$ cat src/rtl/lc3b_types.sv
// Shared LC-3b datapath types and small word helpers.
// Latency: none (types, constants and pure functions only).
// Backpressure: not applicable.
package lc3b_types;

    typedef logic [15:0] lc3b_word;

    // Default fetch start address after reset.
    localparam lc3b_word lc3b_pc_reset = 16'h0000;

    // Next sequential instruction address; wraps 0xFFFE -> 0x0000.
    function automatic lc3b_word word_inc2(input lc3b_word a);
        return a + 16'd2;
    endfunction

    // Instructions are word aligned, so bit 0 of any fetch address is forced low.
    function automatic lc3b_word word_align(input lc3b_word a);
        return {a[15:1], 1'b0};
    endfunction

endpackage

$ cat src/rtl/ifid_reg.sv
// Pipeline boundary register for {instruction, pc, valid} with load/hold/clear.
// Latency: 1 cycle from load to outputs.
// Backpressure: holds contents whenever neither load nor clear is asserted.
//
// Ports:
//   clk, reset                    clock, async active-high reset (all fields to 0)
//   load                          capture instruction_d/pc_d/valid_d
//   clear                         squash: drop valid, keep the stale payload
//   instruction_d, pc_d, valid_d  next contents
//   instruction, pc_out, valid    registered contents
module ifid_reg
    import lc3b_types::*;
(
    input  logic     clk,
    input  logic     reset,
    input  logic     load,
    input  logic     clear,
    input  lc3b_word instruction_d,
    input  lc3b_word pc_d,
    input  logic     valid_d,
    output lc3b_word instruction,
    output lc3b_word pc_out,
    output logic     valid
);

    always_ff @(posedge clk or posedge reset) begin
        if (reset) begin
            instruction <= '0;
            pc_out      <= '0;
            valid       <= 1'b0;
        end else if (clear) begin
            // Only valid matters to the consumer; leaving the payload alone
            // avoids toggling 32 flops on every bubble.
            valid <= 1'b0;
        end else if (load) begin
            instruction <= instruction_d;
            pc_out      <= pc_d;
            valid       <= valid_d;
        end
    end

endmodule

$ cat src/rtl/fetch_stage.sv
// LC-3b instruction fetch: owns the PC, reads the I-cache, feeds the IF/ID register.
// Latency: 1 edge from imem_resp to IF/ID valid; one instruction per cycle with a zero-wait cache.
// Backpressure: stall freezes IF/ID; a word returned under stall is parked in hold_buf (no new read).
//
// Ports:
//   clk, reset                 clock, async active-high reset
//   stall                      decode cannot accept; IF/ID holds
//   redirect, redirect_pc      downstream control-flow change and its target
//   imem_read, imem_address    read request / even byte address (stable until imem_resp)
//   imem_rdata, imem_resp      read data and one-cycle completion strobe
//   instruction, pc_out, valid IF/ID register (pc_out is PC+2 of the instruction)
module fetch_stage
    import lc3b_types::*;
#(
    parameter lc3b_word PC_RESET = lc3b_pc_reset
) (
    input  logic     clk,
    input  logic     reset,
    input  logic     stall,
    input  logic     redirect,
    input  lc3b_word redirect_pc,
    output logic     imem_read,
    output lc3b_word imem_address,
    input  lc3b_word imem_rdata,
    input  logic     imem_resp,
    output lc3b_word instruction,
    output lc3b_word pc_out,
    output logic     valid
);

    // FETCH:   a read to pc is in flight (or being issued) every cycle.
    // HOLD:    the word for pc is parked in hold_buf waiting for decode; no read.
    // DISCARD: a read to a stale address is in flight; its data will be dropped.
    typedef enum logic [1:0] {
        FETCH   = 2'd0,
        HOLD    = 2'd1,
        DISCARD = 2'd2
    } fetch_state_t;

    fetch_state_t state, state_nxt;

    lc3b_word pc, pc_nxt;
    lc3b_word pending_pc, pending_nxt;
    lc3b_word hold_buf, hold_nxt;

    lc3b_word target;
    lc3b_word pc_inc;

    logic     ifid_load;
    logic     ifid_clear;
    lc3b_word ifid_instr_d;

    assign target = word_align(redirect_pc);
    assign pc_inc = word_inc2(pc);

    // The address is simply pc; pc only moves on a consumed response or in
    // HOLD (no read outstanding), so it is stable for the life of a request.
    assign imem_read    = !reset && (state != HOLD);
    assign imem_address = pc;

    always_ff @(posedge clk or posedge reset) begin
        if (reset) begin
            state      <= FETCH;
            pc         <= word_align(PC_RESET);
            pending_pc <= '0;
            hold_buf   <= '0;
        end else begin
            state      <= state_nxt;
            pc         <= pc_nxt;
            pending_pc <= pending_nxt;
            hold_buf   <= hold_nxt;
        end
    end

    always_comb begin
        state_nxt    = state;
        pc_nxt       = pc;
        pending_nxt  = pending_pc;
        hold_nxt     = hold_buf;
        ifid_load    = 1'b0;
        ifid_clear   = 1'b0;
        ifid_instr_d = imem_rdata;

        unique case (state)
            FETCH: begin
                if (redirect) begin
                    ifid_clear = 1'b1;
                    if (imem_resp) begin
                        // Read just completed: redirect can take effect at once.
                        pc_nxt = target;
                    end else begin
                        // Read still in flight at the old pc: remember the
                        // target and wait out the stale response.
                        pending_nxt = target;
                        state_nxt   = DISCARD;
                    end
                end else if (imem_resp) begin
                    if (!stall) begin
                        ifid_load = 1'b1;
                        pc_nxt    = pc_inc;
                    end else begin
                        hold_nxt  = imem_rdata;
                        state_nxt = HOLD;
                    end
                end else if (!stall) begin
                    // Wait state with decode draining: insert a bubble.
                    ifid_clear = 1'b1;
                end
            end

            HOLD: begin
                if (redirect) begin
                    ifid_clear = 1'b1;
                    pc_nxt     = target;
                    state_nxt  = FETCH;
                end else if (!stall) begin
                    ifid_load    = 1'b1;
                    ifid_instr_d = hold_buf;
                    pc_nxt       = pc_inc;
                    state_nxt    = FETCH;
                end
            end

            DISCARD: begin
                // IF/ID was already invalidated by the redirect that got us
                // here, so it only needs touching on a further redirect.
                if (redirect) begin
                    ifid_clear  = 1'b1;
                    pending_nxt = target;
                end
                if (imem_resp) begin
                    pc_nxt    = redirect ? target : pending_pc;
                    state_nxt = FETCH;
                end
            end

            default: begin
                state_nxt = FETCH;
            end
        endcase
    end

    ifid_reg u_ifid_reg (
        .clk           (clk),
        .reset         (reset),
        .load          (ifid_load),
        .clear         (ifid_clear),
        .instruction_d (ifid_instr_d),
        .pc_d          (pc_inc),
        .valid_d       (1'b1),
        .instruction   (instruction),
        .pc_out        (pc_out),
        .valid         (valid)
    );

endmodule
$ cat config.mk
export PLATFORM = sky130hd
export DESIGN_NAME = fetch_stage
export DESIGN_NICKNAME = d
export VERILOG_FILES = /design/src/rtl/lc3b_types.sv /design/src/rtl/ifid_reg.sv /design/src/rtl/fetch_stage.sv
export SDC_FILE = /design/constraint.sdc
export NUM_CORES = 1
export LEC_CHECK = 0
export CORE_ASPECT_RATIO = 0.75
export CORE_MARGIN = 4
export CORE_UTILIZATION = 45
export DETAILED_ROUTE_END_ITERATION = 6
export GPL_ROUTABILITY_DRIVEN = 0
export PLACE_DENSITY = 0.72
export SKIP_LAST_GASP = 1
export SYNTH_ARGS = -nofsm -noshare
export SYNTH_HDL_FRONTEND = slang
export SYNTH_SLANG_ARGS = --single-unit
export TNS_END_PERCENT = 5
$ cat constraint.sdc
create_clock -name clk -period 3.5 [get_ports clk]
set_input_delay 0.525 -clock clk [delete_from_list [all_inputs] [get_ports clk]]
set_output_delay 0.525 -clock clk [all_outputs]
set_load 0.005 [all_outputs]
### Word-level counts from Yosys, hierarchy flattened

Index checks and enable logic that the tools add are counted.

| word-level totals | value |
|---|---|
| bits in registers | 83 |
| logic and storage cells | 66 |

| operators by class | value |
|---|---|
| $add $sub $neg | 1 |
| equality and inequality tests | 11 |
| muxes and demuxes | 33 |
| bitwise operators | 2 |
| reductions and logical operators | 12 |

Operators with widths:

| cell | count |
|---|---|
| $mux W16 | 12 |
| $pmux W16 S3 | 1 |
| $pmux W16 S2 | 1 |
| $add A16 B2 Y16 const B | 1 |
| $mux W2 | 7 |
| $ne A3 B3 Y1 const B | 4 |
| $mux W1 | 9 |
| $reduce_and A3 Y1 | 3 |
| $ne A2 B2 Y1 const B | 4 |
| $pmux W2 S3 | 1 |
| $reduce_and A5 Y1 | 1 |
| $pmux W1 S2 | 2 |
| $reduce_bool A2 Y1 | 2 |
| $reduce_bool A3 Y1 | 1 |
| $eq A2 B1 Y1 const B | 1 |
| $eq A2 B2 Y1 const B | 1 |
| $logic_not A2 Y1 | 1 |
| $ne A2 B1 Y1 const B | 1 |
| $not A1 Y1 | 2 |
| $reduce_and A2 Y1 | 1 |
| $reduce_or A2 Y1 | 1 |
| $logic_and A1 B1 Y1 | 1 |
| $logic_not A1 Y1 | 1 |

### Longest topological paths before layout

| logic depth | value |
|---|---|
| depth after elaboration | 6 |
| depth in mapped cells | 8 |
| depth with buffers taken out | 6 |

### Hierarchy

From an unflattened synthesis, not the netlist that was laid out.

| second synthesis, totals | value |
|---|---|
| cell total of the unflattened synthesis | 356 |
| area, all modules | 4408.0 um^2 |

Modules (own cells, without submodules):

| module | times used | cells each | area an instance (um^2) | sequential area each (um^2) |
|---|---|---|---|---|
| fetch_stage | 1 | 283 | 3006.6 | 1251.2 |
| ifid_reg | 1 | 73 | 1401.3 | 825.8 |

### Worst setup path after synthesis

No wires, ideal clock.

| timing path | value |
|---|---|
| kind | reg-to-reg |
| start point | register state[1] |
| end point | register u_ifid_reg.pc_out[0] |
| library setup time | 125 ps |
| arrival | 1987 ps |
| data required time | 3375 ps |
| path slack | 1388 ps |
| stages on the path, launching flop included | 8 |
| buffers on the path | 2 |
| period minus slack after synthesis | 2112 ps |
| cells stage by stage | dfrtp_1 -> inv_1 -> ha_1 -> buf_2 -> nor4b_1 -> nor4_1 -> buf_2 -> mux2_2 |

| on the way | value |
|---|---|
| cells in the longest elaborated chain, start to end | 5 |

Ends and longest elaborated chain:

| item | RTL line | text |
|---|---|---|
| start: declaration | fetch_stage.sv:40 | `fetch_state_t state, state_nxt;` |
| start signal: assignment | fetch_stage.sv:68 | `state <= state_nxt;` |
| $eq A2 B2 Y1 / $eq A2 B1 Y1 (equally long branches) | fetch_stage.sv:84 | `unique case (state)` |
| $reduce_or A2 Y1 (no source line) | -- |  |
| $pmux W1 S2 | fetch_stage.sv:84 |  |
| $not A1 Y1 (no source line) | -- |  |
| $reduce_and A2 Y1 (no source line) (*) | -- |  |
| end signal: assignment | ifid_reg.sv:37 | `pc_out <= pc_d;` |
| end: declaration | ifid_reg.sv:22 | `output lc3b_word pc_out,` |

Mark *: on every way between the ends. The rest lies on a longest branch, timed or not.
A chain may end at the register's enable or synchronous reset.

### Worst setup path after layout

| timing path | value |
|---|---|
| start point | register state[1] |
| end point | register hold_buf[8] |

| on the way | value |
|---|---|
| cells in the longest elaborated chain, start to end | 2 |

Ends and longest elaborated chain:

| item | RTL line | text |
|---|---|---|
| $logic_not A2 Y1 | fetch_stage.sv:84 |  |
| $reduce_and A3 Y1 (no source line) | -- |  |
| end signal: assignment | fetch_stage.sv:71 | `hold_buf <= hold_nxt;` |
| end: declaration | fetch_stage.sv:44 | `lc3b_word hold_buf, hold_nxt;` |

No other way between the ends.

==> qor.txt <==
Status: complete, no violations
Critical setup path kind: reg -> reg
Worst r2r src: state[1]$_DFFE_PP0P_
Synth top area share: 51.35%
Ys Warns: 0
Crit-path slowest cell: nand4_1
I/O pin total: 87
DR vias/cell: 5.532
Worst-path cell chain: inv_1 > ha_1 > nand4_1 > mux2_2
Compound-Gate Fraction of Synth Area: 13.49%
Worst r2r path cells: 4
Number of flops mapped to enable cells by yosys: 0
Post-synthesis mux area share: 15.50%
Drt pass-1 iters: 4
Min Tclk post-route: 2491 ps
Syn-to-layout area delta: 31.61%
Power per cell area: 867.4 mW/mm²
Main combinational cell family by area after synthesis: multiplexers
Period utilization: 71.16%
Htree depth: 3
Normalized max-slew margin: 38.34%
Syn_area_per_cell: 10.62 µm²
Die area: 0.01059 mm²
Final nets: 504
Cell taking the most area after synthesis: dfrtp_1
Global route total overflow: 0
Clock skew: 10.27 ps
Buffers on Ports: 85
Largest net degree at the start of global routing: 84
Worst-skew pair later-pin latency: 340 ps
Max Slew Vio Count: 0
Proportion of layout cells with a drive suffix above 1: 15.63%
Hpwl dp: 6657 µm
1st-iter DRT viols: 289
TritonCTS clock tree: yes
Post-Synth XOR/XNOR Area: 2.382%
Post-DR wirelength/cell: 17.16 µm
Post-CTS Resized: 0
Adder-Cell Fraction of Synth Area: 1.547%
CP Max Fanout: 16
Top Family by Delay on Critical Path: simple AND/OR/NAND/NOR gates
DRC: 0
Antenna Cells: 0
Final Hold Violating Endpoints: 0
Most frequent cell after synthesis: dfrtp_1
Setup TNS: 0 ps
List of most frequent post-synthesis cells: dfrtp_1 (83), nor2_1 (43), a21oi_1 (41)
CTS Hold Bufs: 0
Worst R2R Setup Slack: 1010 ps
Simple-gate share of the synthesized area: 12.09%
Clk sinks: 83
CTS clock-pin slew for the worst setup and hold paths: 60 ps
Mapped Nets: 423
# rows: 29
Synth unique cells: 48
Initial Utilization: 47.04%
Root buffer cell: clkbuf_16
WP buf/inv: 1
Syn Inst Count: 381
Post-synth top flop: dfrtp_1
Leakage power total: 0.002111 µW
Slew @ Worst Pin: 922.2 ps
Max cap viols: 0
Unrepaired setup endpoints after global routing: no
CP Capture Type: register
CP required: 3710 ps
Min-Delay Path Class: reg -> reg
R2r endpoint: hold_buf[8]$_DFFE_PP0P_
First-pass GRT wire length: 16690 µm
Cells taking the most area after synthesis: dfrtp_1 (51%), mux2_2 (10%), mux2i_1 (5.2%)
Final WL: 9867 µm
Number of buffers created by CTS: 9
# fillers: 722
Final setup fails: 0
Max Buffers Root-to-Sink: 2
Sequential-to-total area share from yosys stat: 51.35%
Final Total Pwr: 4618 µW
Post-synthesis cell area: 0.004045 mm²
Die width: 117.5 µm
Hold Path Origin: pending_pc[5]$_DFFE_PP0P_
Initial antenna violation count: 0
Peak VDD IR: 364.2 µV
CORE AREA: 0.008600 mm²
Crit path arrival time: 2700 ps
Critical Path Stages: 4
Die Ht: 90.11 µm
Vias: 3181
Vias in the first global route: 3249
Fmax: 0.4015 GHz
Critical Path Max Stage Delay: 790 ps
Antenna viol nets, final: 0
Setup repair bufs after CTS: 0
Synth Register Bits: 83
Worst hold path stage count: 1
Synth async-reset ratio: 100.0%
All-Layer GR Usage: 19.44%
CP Launch Type: register
Hold Crit Endpoint: pending_pc[5]$_DFFE_PP0P_
layout make-up:
type | count | area, µm² | area share [%]
Inverter | 10 | 38.79 | 0.7286
Timing Repair Buffer | 94 | 943.4 | 17.72
Clock inverter | 5 | 45.04 | 0.8461
Tap cell | 108 | 135.1 | 2.538
Sequential cell | 83 | 2077 | 39.01
Multi-Input combinational cell | 264 | 1832 | 34.41
Clock buffer | 11 | 252.7 | 4.747
logic make-up (layout without fill, tap and decap cells):
family	count (synthesis)	after routing
compound gates	88	88
xor+xnor	11	11
fa+ha+maj	5	5
buf+inv	34	120
flops	83	83
mux	58	58
simple gates	102	102
worst max path at each step:
stage / startpoint / to / slack (ps)
2_1_floorplan: reset / hold_buf[0]$_DFFE_PP0P_ / 840
3_3_place_gp: imem_resp / hold_buf[1]$_DFFE_PP0P_ / 860
3_5_place_dp: imem_resp / hold_buf[0]$_DFFE_PP0P_ / 750
4_1_cts: state[1]$_DFFE_PP0P_ / hold_buf[0]$_DFFE_PP0P_ / 1000
5_1_grt: state[1]$_DFFE_PP0P_ / hold_buf[6]$_DFFE_PP0P_ / 830
6_report: state[1]$_DFFE_PP0P_ / hold_buf[8]$_DFFE_PP0P_ / 1010
cells in the final DEF, fill, tap and decap left out, drive strengths merged, types with 7 or more instances in the layout:
| master | count |
|---|---|
| clkdlybuf4s50 | 85 |
| clkbuf | 11 |
| inv | 11 |
| xnor2 | 7 |
| o21ai | 16 |
| nor2 | 43 |
| mux2 | 37 |
| nand2 | 20 |
| buf | 9 |
| a21oi | 41 |
| mux2i | 21 |
| nor3 | 10 |
| dfrtp | 83 |
power breakdown:
group / switching (µW) / internal (µW) / leakage (µW) / total, µW
sequential: 386 / 1420 / 0.000972 / 1810
clock: 400 / 530 / 0.000144 / 930
combinational: 804 / 1080 / 0.000994 / 1880
total: 1590 / 3030 / 0.00211 / 4620
metal layers:
metal,vias up,part of all wire (%),GRT usage [%],routed length (µm)
met5,-,0,0,0
met4,0,1.1,4.488,108
met3,9,6.6,5.897,655
met2,95,47,30.58,4639
met1,1554,45,26.67,4464
li1,1523,-,-,-
flip-flops by register name, indices dropped and copies added, names as in the netlist:
name                    flops
hold_buf                   16
imem_address               16
pending_pc                 16
u_ifid_reg.instruction     16
u_ifid_reg.pc_out          16
state                       2
u_ifid_reg.valid            1
per-stage QoR:
step / setup WS, ps / cells / hold slack (ps) / area, µm² / utilization [%]
floorplan: 838.2 / 381 / 464.2 / 4045 / -
global placement: 862.9 / 559 / 482.1 / 5026 / 58.45
detailed placement: 752.5 / 559 / 487.8 / 5026 / 58.45
CTS: 997.7 / 575 / 501.9 / 5324 / 61.91
global route: 831.5 / 575 / 511.5 / 5324 / 61.91
finish: 1009 / 575 / 497.5 / 5324 / 61.91
No activity file was read; power rests on OpenSTA's default activity.
